[config.mk]
export PLATFORM = sky130hd
export DESIGN_NAME = fetch_ctrl
export DESIGN_NICKNAME = d
export VERILOG_FILES = /design/src/rtl/fetch_ctrl.sv
export SDC_FILE = /design/constraint.sdc
export NUM_CORES = 1
export LEC_CHECK = 0
export ABC_AREA = 1
export CORE_MARGIN = 2
export CORE_UTILIZATION = 30
export CTS_CLUSTER_DIAMETER = 50
export DETAILED_ROUTE_END_ITERATION = 16
export GPL_ROUTABILITY_DRIVEN = 0
export GPL_TIMING_DRIVEN = 1
export PLACE_DENSITY = 0.64
export REMOVE_ABC_BUFFERS = 1
export SYNTH_ARGS = -nofsm -noshare
export SYNTH_HDL_FRONTEND = slang
export SYNTH_SLANG_ARGS = --single-unit
[constraint.sdc]
create_clock -name clk -period 1.7 [get_ports clk]
set_input_delay 0.17 -clock clk [delete_from_list [all_inputs] [get_ports clk]]
set_output_delay 0.17 -clock clk [all_outputs]
set_load 0.01 [all_outputs]
[src/rtl/fetch_ctrl.sv]
// rtl/fetch_ctrl.sv - instruction fetch controller with optional 16-bit (compressed) support
//
// Purpose: drives a word-aligned instruction memory address, presents one
// instruction per accepted cycle with its pc, honours stall and redirect.
// Optional feature macro: RVC_COMPRESSED_EN (mixed 16/32-bit instruction
// stream, including 32-bit instructions straddling two memory words).
// Without the macro every instruction is a 32-bit word and pc steps by 4.
//
// Ports:
//   clk            rising-edge clock
//   reset          asynchronous active-low reset
//   stall          consumer not accepting; pc/state/hold frozen
//   redirect       load redirect_pc on the next edge (wins over stall)
//   redirect_pc    redirect target
//   imem_rdata     word at imem_addr, combinational same cycle
//   imem_addr      word-aligned fetch address
//   pc             address of the presented instruction
//   instr          presented instruction (16-bit forms zero-extended)
//   instr_valid    instr/pc hold a complete instruction
//   is_compressed  presented instruction is 16-bit
module fetch_ctrl #(
    parameter logic [31:0] RESET_VECTOR = 32'h0000_0000
) (
    input  logic        clk,
    input  logic        reset,
    input  logic        stall,
    input  logic        redirect,
    input  logic [31:0] redirect_pc,
    input  logic [31:0] imem_rdata,
    output logic [31:0] imem_addr,
    output logic [31:0] pc,
    output logic [31:0] instr,
    output logic        instr_valid,
    output logic        is_compressed
);

`ifdef RVC_COMPRESSED_EN

    typedef enum logic {
        ST_FETCH = 1'b0,
        ST_SPLIT = 1'b1
    } state_t;

    state_t      r_state;
    state_t      w_state_nxt;
    logic [31:0] r_pc;
    logic [31:0] w_pc_nxt;
    logic [15:0] r_hold;
    logic [15:0] w_hold_nxt;
    logic [15:0] w_half;
    logic        w_unused_rp;

    // pc is halfword aligned here, so bit 0 of the target is never used
    assign w_unused_rp = redirect_pc[0];

    always_ff @(posedge clk or negedge reset) begin
        if (!reset) begin
            r_pc    <= {RESET_VECTOR[31:1], 1'b0};
            r_state <= ST_FETCH;
            r_hold  <= 16'h0000;
        end else if (!stall || redirect) begin
            r_pc    <= w_pc_nxt;
            r_state <= w_state_nxt;
            r_hold  <= w_hold_nxt;
        end
    end

    always_comb begin
        w_half        = r_pc[1] ? imem_rdata[31:16] : imem_rdata[15:0];
        imem_addr     = {r_pc[31:2], 2'b00};
        instr         = 32'h0000_0000;
        instr_valid   = 1'b0;
        is_compressed = 1'b0;
        w_pc_nxt      = r_pc;
        w_state_nxt   = r_state;
        w_hold_nxt    = r_hold;

        case (r_state)
            ST_FETCH: begin
                if (w_half[1:0] != 2'b11) begin
                    instr         = {16'h0000, w_half};
                    is_compressed = 1'b1;
                    instr_valid   = 1'b1;
                    w_pc_nxt      = r_pc + 32'd2;
                end else if (!r_pc[1]) begin
                    instr         = imem_rdata;
                    instr_valid   = 1'b1;
                    w_pc_nxt      = r_pc + 32'd4;
                end else begin
                    // 32-bit instruction starts in the upper half: keep that
                    // half and finish it from the next word
                    w_hold_nxt    = w_half;
                    w_state_nxt   = ST_SPLIT;
                end
            end
            ST_SPLIT: begin
                // wraps naturally: a straddle at 0xFFFF_FFFE reads word 0
                imem_addr     = {r_pc[31:2], 2'b00} + 32'd4;
                instr         = {imem_rdata[15:0], r_hold};
                instr_valid   = 1'b1;
                w_pc_nxt      = r_pc + 32'd4;
                w_state_nxt   = ST_FETCH;
            end
            default: begin
                w_state_nxt   = ST_FETCH;
            end
        endcase

        // redirect abandons any half-collected instruction
        if (redirect) begin
            w_pc_nxt    = {redirect_pc[31:1], 1'b0};
            w_state_nxt = ST_FETCH;
            w_hold_nxt  = 16'h0000;
        end
    end

    assign pc = r_pc;

`else

    logic [31:0] r_pc;
    logic [31:0] w_pc_nxt;
    logic [1:0]  w_unused_rp;

    // pc is word aligned here, so the low target bits are never used
    assign w_unused_rp = redirect_pc[1:0];

    always_ff @(posedge clk or negedge reset) begin
        if (!reset) begin
            r_pc <= {RESET_VECTOR[31:2], 2'b00};
        end else if (!stall || redirect) begin
            r_pc <= w_pc_nxt;
        end
    end

    always_comb begin
        w_pc_nxt = r_pc + 32'd4;
        if (redirect) begin
            w_pc_nxt = {redirect_pc[31:2], 2'b00};
        end
    end

    assign imem_addr     = r_pc;
    assign pc            = r_pc;
    assign instr         = imem_rdata;
    assign instr_valid   = 1'b1;
    assign is_compressed = 1'b0;

`endif

endmodule
=== Yosys cells after proc, flatten, opt, wreduce, memory -nomap -nowiden ===
Index checks and enable logic that the tools add are counted.
W data, S select, Z words.

* $add $sub $neg: 1
* Multiplexer cells: 1
* Reduce and logical (&&, ||, !) cells: 2

{| class="wikitable"
|+ Operator list
! operator !! number
|-
| $add A32 B3 Y32 const B || 1
|-
| $mux W32 || 1
|-
| $logic_not A1 Y1 || 1
|-
| $logic_or A1 B1 Y1 || 1
|}

* Register bits: 32
* Logic and storage cells: 5

=== Logic depth before layout (Yosys ltp) ===
Gate-level depths: netlist (run 1).

* Depth after elaboration: 2
* Gate-level depth with buffers: 9
* Depth with buffers taken out: 9

=== Worst setup path before layout (run 1) ===
OpenSTA, ideal clock, no wires.

* Path type: register -> register
* From: register r_pc[3] (netlist: imem_addr[3])
* To: register r_pc[22] (netlist: imem_addr[22])
* Library setup time: 0.117 ns
* Arrival: 1.292 ns
* Data required time: 1.583 ns
* Slack: 0.291 ns
* Stages on the path, launching flop included: 9
* Path buffers: 0
* Path through: dfrtp_1 -> ha_1 -> nand2_2 -> nor2_4 -> nand2_4 -> nor2_4 -> nand3_1 -> nand3_1 -> nand2_1

* Longest elaborated chain between the ends: 2

{| class="wikitable"
|+ Ends and longest elaborated chain
! what !! RTL line !! RTL
|-
| start, declared || 121 || <nowiki>logic [31:0] r_pc;</nowiki>
|-
| start signal, assigned || 130 || <nowiki>r_pc <= {RESET_VECTOR[31:2], 2'b00};</nowiki>
|-
| start signal, assigned || 132 || <nowiki>r_pc <= w_pc_nxt;</nowiki>
|-
| $add A32 B3 Y32 || 137 || <nowiki>w_pc_nxt = r_pc + 32'd4;</nowiki>
|-
| $mux W32 || 138 || <nowiki>if (redirect) begin</nowiki>
|}

No other way between the ends.
A chain may end at the register's enable or synchronous reset.

=== Final worst setup path (run 1) ===
* From: register r_pc[11] (netlist: imem_addr[11])
* To: output port imem_addr[11]

{| class="wikitable"
|+ RTL lines
! what !! RTL line !! RTL
|-
| end, declared || 30 || <nowiki>output logic [31:0] imem_addr,</nowiki>
|}

No word-level cell between the ends.

==> results of run 1 <==
per-layer routing:
layer  share of wire  vias up  global-route usage
li1                -     1267                   -
met1            0.47     1106               0.214
met2            0.42      115               0.239
met3           0.097        9              0.0837
met4          0.0082        2              0.0432
met5          0.0053        -              0.0308
per-stage QoR:
step / std cells / worst slack [ns] / utilization / area, um^2
6_report: 550 / 0.149 / 0.386 / 3380
3_3_place_gp: 543 / 0.155 / 0.377 / 3310
5_1_grt: 550 / 0.0448 / 0.386 / 3380
4_1_cts: 550 / 0.132 / 0.386 / 3380
3_5_place_dp: 543 / 0.107 / 0.377 / 3310
2_1_floorplan: 336 / 0.209 / - / 2180
worst max-delay path by stage:
| stage | startpoint | endpoint | slack (ns) |
|---|---|---|---|
| final | imem_addr[11] | imem_addr[11] | 0.15 |
| after detailed placement | redirect | imem_addr[8] | 0.11 |
| after global placement | redirect | imem_addr[4] | 0.16 |
| after CTS | imem_addr[11] | imem_addr[11] | 0.13 |
| after global routing | imem_addr[3] | imem_addr[28] | 0.04 |
| after floorplan | imem_addr[3] | imem_addr[22] | 0.21 |
placed cells by master, fill, tap and decap left out, drive strengths merged, types with 4 or more instances in the layout:
cell type,instances
o211ai,4
clkdlybuf4s50,93
buf,6
inv,40
nand3,42
dfrtp,30
clkbuf,7
xor2,5
o21bai,11
a22o,4
conb,6
nand2,131
nor2,43
o21ai,15
area by class of cell:
type / instances / area (um^2)
inverters: 40 / 150
repair buffers: 99 / 988
flip-flops and latches: 30 / 751
clock buffers: 7 / 76.3
well taps: 108 / 135
multi-input cells: 266 / 1280
fillers: 942 / 5380
report_power, final:
group / total (mW) / internal (mW) / switching, mW
registers: 0.926 / 0.788 / 0.137
clock network: 0.549 / 0.281 / 0.267
logic: 0.769 / 0.429 / 0.341
total: 2.24 / 1.50 / 0.745
cell families (layout without fill, tap and decap cells):
| logic type | count (synthesis) | in the layout |
|---|---|---|
| compound gates | 35 | 35 |
| xor+xnor | 5 | 5 |
| fa+ha+maj | 1 | 1 |
| buf+inv | 115 | 146 |
| flops | 30 | 30 |
| other cells | 2 | 6 |
| simple gates | 219 | 219 |
==> run_results.csv, run 1 <==
group,metric,value,unit
synth,synth-seq-cells,30,
setup_path,cp.required,1.53,ns
synth,synthAdderAreaFrac,0.00461,
sta,fin_skew,0.00477,ns
finish,layout.nets,511,
global_route,grt_pass1_vias,2471,
synth,synth_compound_area_frac,0.0840,
sta,hold_slack,0.289,ns
clock_tree,clkLatencyLatePin,0.28,ns
pwr,ir_drop,0.230,mV
clock_tree,cts_setup_buffers,0,
outcome,status,"complete, no violations",
setup_path,cp.depth,1,
run,maxCapViolCount,0,
synth,synth_flop_cell,"dfrtp_1",
setup_path,rrSetupSlack,0.17,ns
synth,synth_edf_count,0,
floorplanning,row_count,34,
setup_path,worst-path-max-fanout,7,
setup_path,r2r_end,"imem_addr[16]",
setup_path,endpoint_kind,"primary output",
synth,synth_top_area_frac,0.277,
floorplanning,die-area,9810,um^2
setup_path,crit_slowest_cell,"clkdlybuf4s50_1",
sta,finalCritPeriodShare,0.912,
pwr,p_per_area,663,nW/um^2
synth,synthCells,407,
min_path,hp-class,"primary input to async pin",
sta,slew_viol_final,0,
floorplanning,core,8760,um^2
setup_path,worst_setup_path_start_kind,"flop",
clock_tree,cts_tree,"done",
synth,synth_top_cell_by_area,"dfrtp_1",
synth,muxShareOfSynthArea,0,
clock_tree,cts_root_buffer,"clkbuf_8",
clock_tree,htree_num_levels,2,
global_route,grt_pass1_wl,12600,um
synth,yosysMostFrequentCell,"nand2_1",
route,post_drt_wl_per_cell,14.4,um
synth,syn_area,2710,um^2
synth,synth_cell_types,24,
route,vias,2499,
synth,ys_async_sr_fraction,1.00,
clock_tree,cts_sinks,30,
sta,final-hold-violation-count,0,
floorplanning,fp.dieW,99.1,um
finish,antennaDiodeCount,0,
route,drt_iter0_drc,97,
setup_path,path_class,"flop to primary output",
sta,fin_crit,1.55,ns
floorplanning,ios,166,
setup_path,crit_chain,"clkdlybuf4s50_1",
sta,fmax,645,MHz
clock_tree,hold_buffers,0,
synth,yosys.area_share.simple,0.360,
route,ant_nets,0,
synth,synth_top_family_by_area,"simple AND/OR/NAND/NOR gates",
route,routed_wl,7920,um
setup_path,r2r-start,"imem_addr[3]",
global_route,track_usage,0.165,
placed_design,port_buffers,93,
setup_path,cpPeakStageDelay,0.60,ns
setup_path,r2r_cells,8,
setup_path,path_delay_family,"buffers and inverters",
route,drt-pass1-iter-count,4,
floorplanning,die_y,99.1,um
pwr,power.total,2.24,mW
pwr,p_leak,1.46,nW
sta,final.setup.tns,0,ns
route,drc_errors,0,
synth,synth_xor_area_frac,0.0162,
clock_tree,cts_buffers,5,
sta,setup_viol,0,
route,viasPerCell,4.54,
clock_tree,clk_pin_slew,0.06,ns
global_route,overflow,0,
clock_tree,cts_resized,0,
floorplanning,start_util,0.309,
finish,largest_register_ffs,30,
global_route,antenna_found_initial,0,
synth,avgSynthCellArea,6.66,um^2
synth,ys_seq_area_frac,0.277,
finish,area.growth.synth_to_final,24.8,%
synth,ys.warnings.count,0,
sta,rsz0062_at_grt,"no",
global_route,grt_max_degree,31,
placed_design,post-dp-hpwl,6300,um
setup_path,critPathBufInv,1,
synth,synthTopCellsByArea,"dfrtp_1 28%, buf_4 19%, nand2_1 17%, nand3_1 7.8%, inv_1 5.5%",
clock_tree,cts_buffer_depth,2,
synth,yosys-top-cells-count,"121 x nand2_1, 68 x buf_4, 42 x nand3_1",
setup_path,cp.arrival,1.38,ns
finish,drive_gt1_frac,0.0701,
Power figures use the tool's default switching activity.
==> run 2: changes to the inputs <==
--- a/config.mk
+++ b/config.mk
@@ -12,7 +12,7 @@
 export DETAILED_ROUTE_END_ITERATION = 16
 export GPL_ROUTABILITY_DRIVEN = 0
 export GPL_TIMING_DRIVEN = 1
-export PLACE_DENSITY = 0.64
+export PLACE_DENSITY = 0.77
 export REMOVE_ABC_BUFFERS = 1
 export SYNTH_ARGS = -nofsm -noshare
 export SYNTH_HDL_FRONTEND = slang
==> run 2 against run 1 <==
Wire length rose by 3.2%. Power rose by 6.4%. Utilization rose by 0.36 points. Via count rose by 3.2%. Largest cell class unchanged. Largest power group unchanged.
==> run_results.csv, run 2 (synthesis results as in run 1) <==
group,metric,value,unit
route,vias,2578,
route,drt-pass1-iter-count,4,
floorplanning,ios,166,
floorplanning,row_count,34,
sta,fin_skew,0.00319,ns
sta,rsz0062_at_grt,"no",
global_route,grt_pass1_vias,2489,
finish,drive_gt1_frac,0.0811,
route,drt_iter0_drc,125,
clock_tree,cts_buffer_depth,2,
setup_path,crit_slowest_cell,"clkdlybuf4s50_1",
clock_tree,cts_root_buffer,"clkbuf_8",
floorplanning,core,8760,um^2
global_route,grt_max_degree,31,
setup_path,cp.required,1.53,ns
route,drc_errors,0,
route,routed_wl,8180,um
sta,final.setup.tns,0,ns
global_route,antenna_found_initial,0,
sta,final-hold-violation-count,0,
floorplanning,start_util,0.309,
pwr,p_leak,1.49,nW
pwr,p_switching,0.764,mW
floorplanning,die_y,99.1,um
setup_path,crit_chain,"clkdlybuf4s50_1",
global_route,track_usage,0.166,
placed_design,pre_cts_ws,0.156,ns
placed_design,placed_area,3300,um^2
pwr,switching_share,0.320,
clock_tree,htree_num_levels,2,
setup_path,r2r-start,"imem_addr[3]",
pwr,power_frac_seq,0.389,
finish,largest_register_ffs,30,
setup_path,worst_setup_path_start_kind,"flop",
global_route,overflow,0,
route,viasPerCell,4.67,
setup_path,path_class,"flop to primary output",
route,ant_nets,0,
pwr,p_per_area,699,nW/um^2
floorplanning,die-area,9810,um^2
clock_tree,cts_setup_buffers,0,
sta,setup_ws,0.142,ns
setup_path,crit_start,"imem_addr[10]",
sta,setup_viol,0,
finish,final_core_util,0.390,
setup_path,path_delay_family,"buffers and inverters",
setup_path,cp.arrival,1.39,ns
finish,layout.nets,512,
setup_path,worst-path-max-fanout,6,
setup_path,critPathBufInv,1,
clock_tree,cts_tree,"done",
placed_design,post-dp-hpwl,6700,um
finish,final_cell_area,3420,um^2
route,post_drt_wl_per_cell,14.8,um
min_path,hp-class,"primary input to async pin",
finish,antennaDiodeCount,0,
pwr,power_frac_comb,0.324,
clock_tree,clk_pin_slew,0.06,ns
pwr,ir_drop,0.267,mV
clock_tree,clkLatencyLatePin,0.28,ns
outcome,status,"complete, no violations",
setup_path,endpoint_kind,"primary output",
finish,final_cell_mix,"121 x nand2_1, 93 x clkdlybuf4s50_1, 42 x nand3_1",
sta,slew_viol_final,0,
sta,finalCritPeriodShare,0.916,
setup_path,cpPeakStageDelay,0.60,ns
pwr,power.total,2.39,mW
pwr,clkPwrFrac,0.287,
setup_path,rrSetupSlack,0.20,ns
clock_tree,cts_sinks,30,
pwr,p_int,1.62,mW
finish,final_common_cell,"nand2_1",
sta,fmax,642,MHz
sta,fin_crit,1.56,ns
placed_design,port_buffers,93,
finish,area.growth.synth_to_final,26.0,%
global_route,grt_pass1_wl,12800,um
clock_tree,cts_buffers,5,
floorplanning,fp.dieW,99.1,um
run,maxCapViolCount,0,
[run 2: changes by cell type in the layout (fill, tap and decap cells not counted)]
| cell | before | now |
|---|---|---|
| clkbuf_1 | 2 | 0 |
| nor2_1 | 33 | 32 |
| nor2_2 | 3 | 4 |
| buf_4 | 5 | 7 |
| buf_12 | 1 | 0 |
| clkbuf_8 | 5 | 8 |
[run 2: per-layer routing]
metal,routed length [um],GRT usage,vias up
met5,56,0.0513,-
met4,88,0.0263,2
met3,814,0.0816,13
met2,3710,0.254,111
met1,3510,0.211,1184
li1,-,-,1268
[run 2: repair_timing]
item | in CTS | in global routing
hold buffers | 0 | 0
setup endpoints to repair | 0 | 2
resized for setup | 0 | 1
hold endpoints to repair | 0 | 0
[run 2: stage by stage]
| step | hold slack, ns | std cells |
|---|---|---|
| 2_1_floorplan | -0.126 | 336 |
| 3_3_place_gp | 0.340 | 544 |
| 3_5_place_dp | 0.340 | 544 |
| 4_1_cts | 0.290 | 552 |
| 5_1_grt | 0.316 | 552 |
| 6_report | 0.279 | 552 |
[run 2: final cells by class]
cell class / instances / area, um^2
inverter: 40 / 150
fill: 914 / 5350
sequential: 30 / 751
timing repair buffer: 100 / 983
multi-input combinational: 266 / 1290
clock buffer: 8 / 110
tap: 108 / 135
[run 2: worst register-to-register path, cell delays in order, from the launching register on]
cell and delay, ns:
dfrtp_1 0.42, ha_1 0.21, nand2_2 0.10, nor2_4 0.14, nand2_4 0.11, nor2_4 0.16, nand3_1 0.10, nand3_1 0.09
nand2_1 0.06
[run 2: final timing paths]
| path | to | cells past startpoint |
|---|---|---|
| worst max-delay path | pc[10] | 1 |
| worst min-delay path | imem_addr[31] | 2 |
| worst max register to register | imem_addr[26] | 8 |
| worst min register to register | imem_addr[3] | 2 |
| max in group asynchronous | imem_addr[9] | 2 |
| min in group clk | instr[20] | 0 |
[run 2: power groups by stage]
stage / clock (mW) / combinational, mW / sequential, mW
6_report: 0.685 / 0.774 / 0.930
3_3_place_gp: 0 / 0.763 / 0.936
5_1_grt: 0.721 / 0.842 / 0.944
3_5_place_dp: 0 / 0.776 / 0.942
2_1_floorplan: 0 / 0.240 / 0.980
4_1_cts: 0.692 / 0.780 / 0.929
==> RTL edit, RTL diff (flow settings as in run 2) <==
The option `RVC_COMPRESSED_EN` is turned on by a define.
--- a/src/rtl/fetch_ctrl.sv
+++ b/src/rtl/fetch_ctrl.sv
@@ -19,4 +19,6 @@
 //   instr_valid    instr/pc hold a complete instruction
 //   is_compressed  presented instruction is 16-bit
+`define RVC_COMPRESSED_EN
+
 module fetch_ctrl #(
     parameter logic [31:0] RESET_VECTOR = 32'h0000_0000
Formal check against the unedited RTL: not equivalent (a bounded check fails within 4 cycles, from zero or initial values and one cycle with reset low).
==> RTL edit against run 2 <==
The run now ends with setup timing left. Non-clock buffer count rose by 302. Final area rose to 3.0 times the old value. Sequential cell count rose by 18. Wire length rose to 3.2 times the old value. First-iteration DRC count rose to 5.9 times the old value. Power rose to 3.3 times the old value. Sequential share of layout area fell by 10 points. Synthesized area rose by 83%. Core utilization rose by 23 points. Setup slack got worse by 0.59 ns. Highest routed layer is now met4. Cell count rose to 2.7 times the old value. Critical endpoint is now imem_addr[25]. Register-to-register slack got worse by 0.63 ns.
==> RTL edit: results (changes against run 2) <==
* Final worst slack at -0.451 ns (-0.593 ns)
* Vias per inst at 5.42 (+16%)
* Outcome: complete, but fails checks
* Vias in the first global route at 7345 (+200%)
* Pin count of the biggest net entering global routing at 33 (+6.5%)
* Register area share after synthesis at 0.242 (-0.0353)
* Number of port buffers at 161 (+73%)
* Detailed placement HPWL at 15.3 mm (+130%)
* Violated checks: setup timing
* Top cells by area, synth: dfrtp_1, nand2_1, nand3_1, o21ai_0, nor2_1
* Worst Path Arrival at 1.98 ns (+0.59 ns)
* Wirelength per Cell at 18.0 um (+22%)
* Post-Synth XOR/XNOR Area at 0.0317 (+0.0156)
* Unique masters post-synth at 31 (+29%)
* Worst VDD drop at 504 uV (+88%)
* Clk_skew at 0.00403 ns (+0.000833 ns)
* Synthesized-area fraction occupied by adder cells at 0.0101 (+0.00545)
* Routing usage on met2 at 0.439 (+0.185)
* Critical Path Fanout Max at 4 (-2)
* Starting DRC count in detailed routing at 732 (+490%)
* Total track usage at 0.245 (+0.0792)
* Synth top cells by count: nand2_1, nand3_1, nor2_1
* Setup-failing EPs final at 84 (+84)
* Pleak at 4.84 nW (+230%)
* Layout cells sized above 1 at 0.459 (+0.378)
* Pre-CTS WS at -0.491 ns (-0.647 ns)
* Synth Area in Compound Gates at 0.145 (+0.0612)
* Max FFs per register at 31 (+3.3%)
* M1 GR Usage at 0.267 (+0.0553)
* Root Buffer: clkbuf_16
* Final #Nets at 1314 (+160%)
* Clock Latency Late Sink at 0.31 ns (+0.03 ns)
* Met3 GRT Util at 0.0659 (-0.0157)
* Int Pwr at 0.00444 W (+170%)
==> RTL edit: layout make-up <==
cell class	count	area, um^2
multi-input combinational	693	4440
clock buffer	7	133
tap	220	275
clock inverter	1	5.00
fill	1247	6320
timing repair buffer	402	3670
inverter	92	365
sequential	48	1210
==> RTL edit: critical path: stages, from the launching register on <==
cell     delay (ns)
dfrtp_1        0.44
buf_4          0.17
nand2_2        0.10
nor2_1         0.22
and2_1         0.24
nand2_1        0.08
nand2_1        0.10
nand3_1        0.08
o21ai_1        0.08
buf_2          0.16
==> RTL edit: cells by family after synthesis <==
group	Yosys count
AO/OA/AOI/OAI	137
flip-flops	48
AND/OR/NAND/NOR	531
other	1
buffers and inverters	135
adder cells (fa/ha/maj)	4
XOR/XNOR	18
==> RTL edit: power by group through the flow <==
| stage | Sequential, W | Combinational (W) | Clock [W] |
|---|---|---|---|
| 2_1_floorplan | 0.00163 | 0.00143 | 0 |
| 3_3_place_gp | 0.00149 | 0.00383 | 0 |
| 3_5_place_dp | 0.00150 | 0.00388 | 0 |
| 4_1_cts | 0.00148 | 0.00432 | 0.00104 |
| 5_1_grt | 0.00156 | 0.00564 | 0.00110 |
| 6_report | 0.00155 | 0.00532 | 0.00104 |
==> RTL edit: metrics by stage <==
step,power [W],instances,TNS [ns],util,instance area (um^2)
2_1_floorplan,0.00306,833,-123.08,-,4790
6_report,0.00791,1463,-18.84,0.615,10100
5_1_grt,0.00830,1463,-25.23,0.615,10100
3_3_place_gp,0.00531,1369,-24.50,0.487,8000
3_5_place_dp,0.00537,1369,-25.52,0.487,8000
4_1_cts,0.00684,1431,-10.60,0.541,8880
==> RTL edit: metal layers <==
layer  vias up  part of all wire
li1       3536                 -
met1      3678              0.33
met2       535              0.50
met3       176             0.099
met5         -                 0
met4         0             0.071
==> RTL edit: final timing paths <==
kind	start	endpoint	slack, ns	depth (start not counted)
min in group clk	redirect_pc[2]	pc[2]$_DFFE_PN0P_	0.48	3
min	reset	pc[19]$_DFFE_PN0P_	0.37	2
max in group asynchronous	reset	r_state$_DFFE_PN0N_	0.73	3
min reg2reg	r_hold[9]$_DFFE_PN0P_	r_hold[9]$_DFFE_PN0P_	0.53	2
max reg2reg	pc[18]$_DFFE_PN0P_	pc[19]$_DFFE_PN0P_	-0.43	14
max	pc[18]$_DFFE_PN0P_	imem_addr[25]	-0.45	9
==> RTL edit: repair_timing <==
| action | 4_1_cts | 5_1_grt |
|---|---|---|
| pin swaps | 46 | 76 |
| endpoints found under the setup margin | 87 | 96 |
| resized for setup | 455 | 256 |
| gates cloned | 2 | 4 |
| hold buffers | 1 | 0 |
| buffers inserted | 53 | 34 |
| hold endpoints to repair | 16 | 0 |
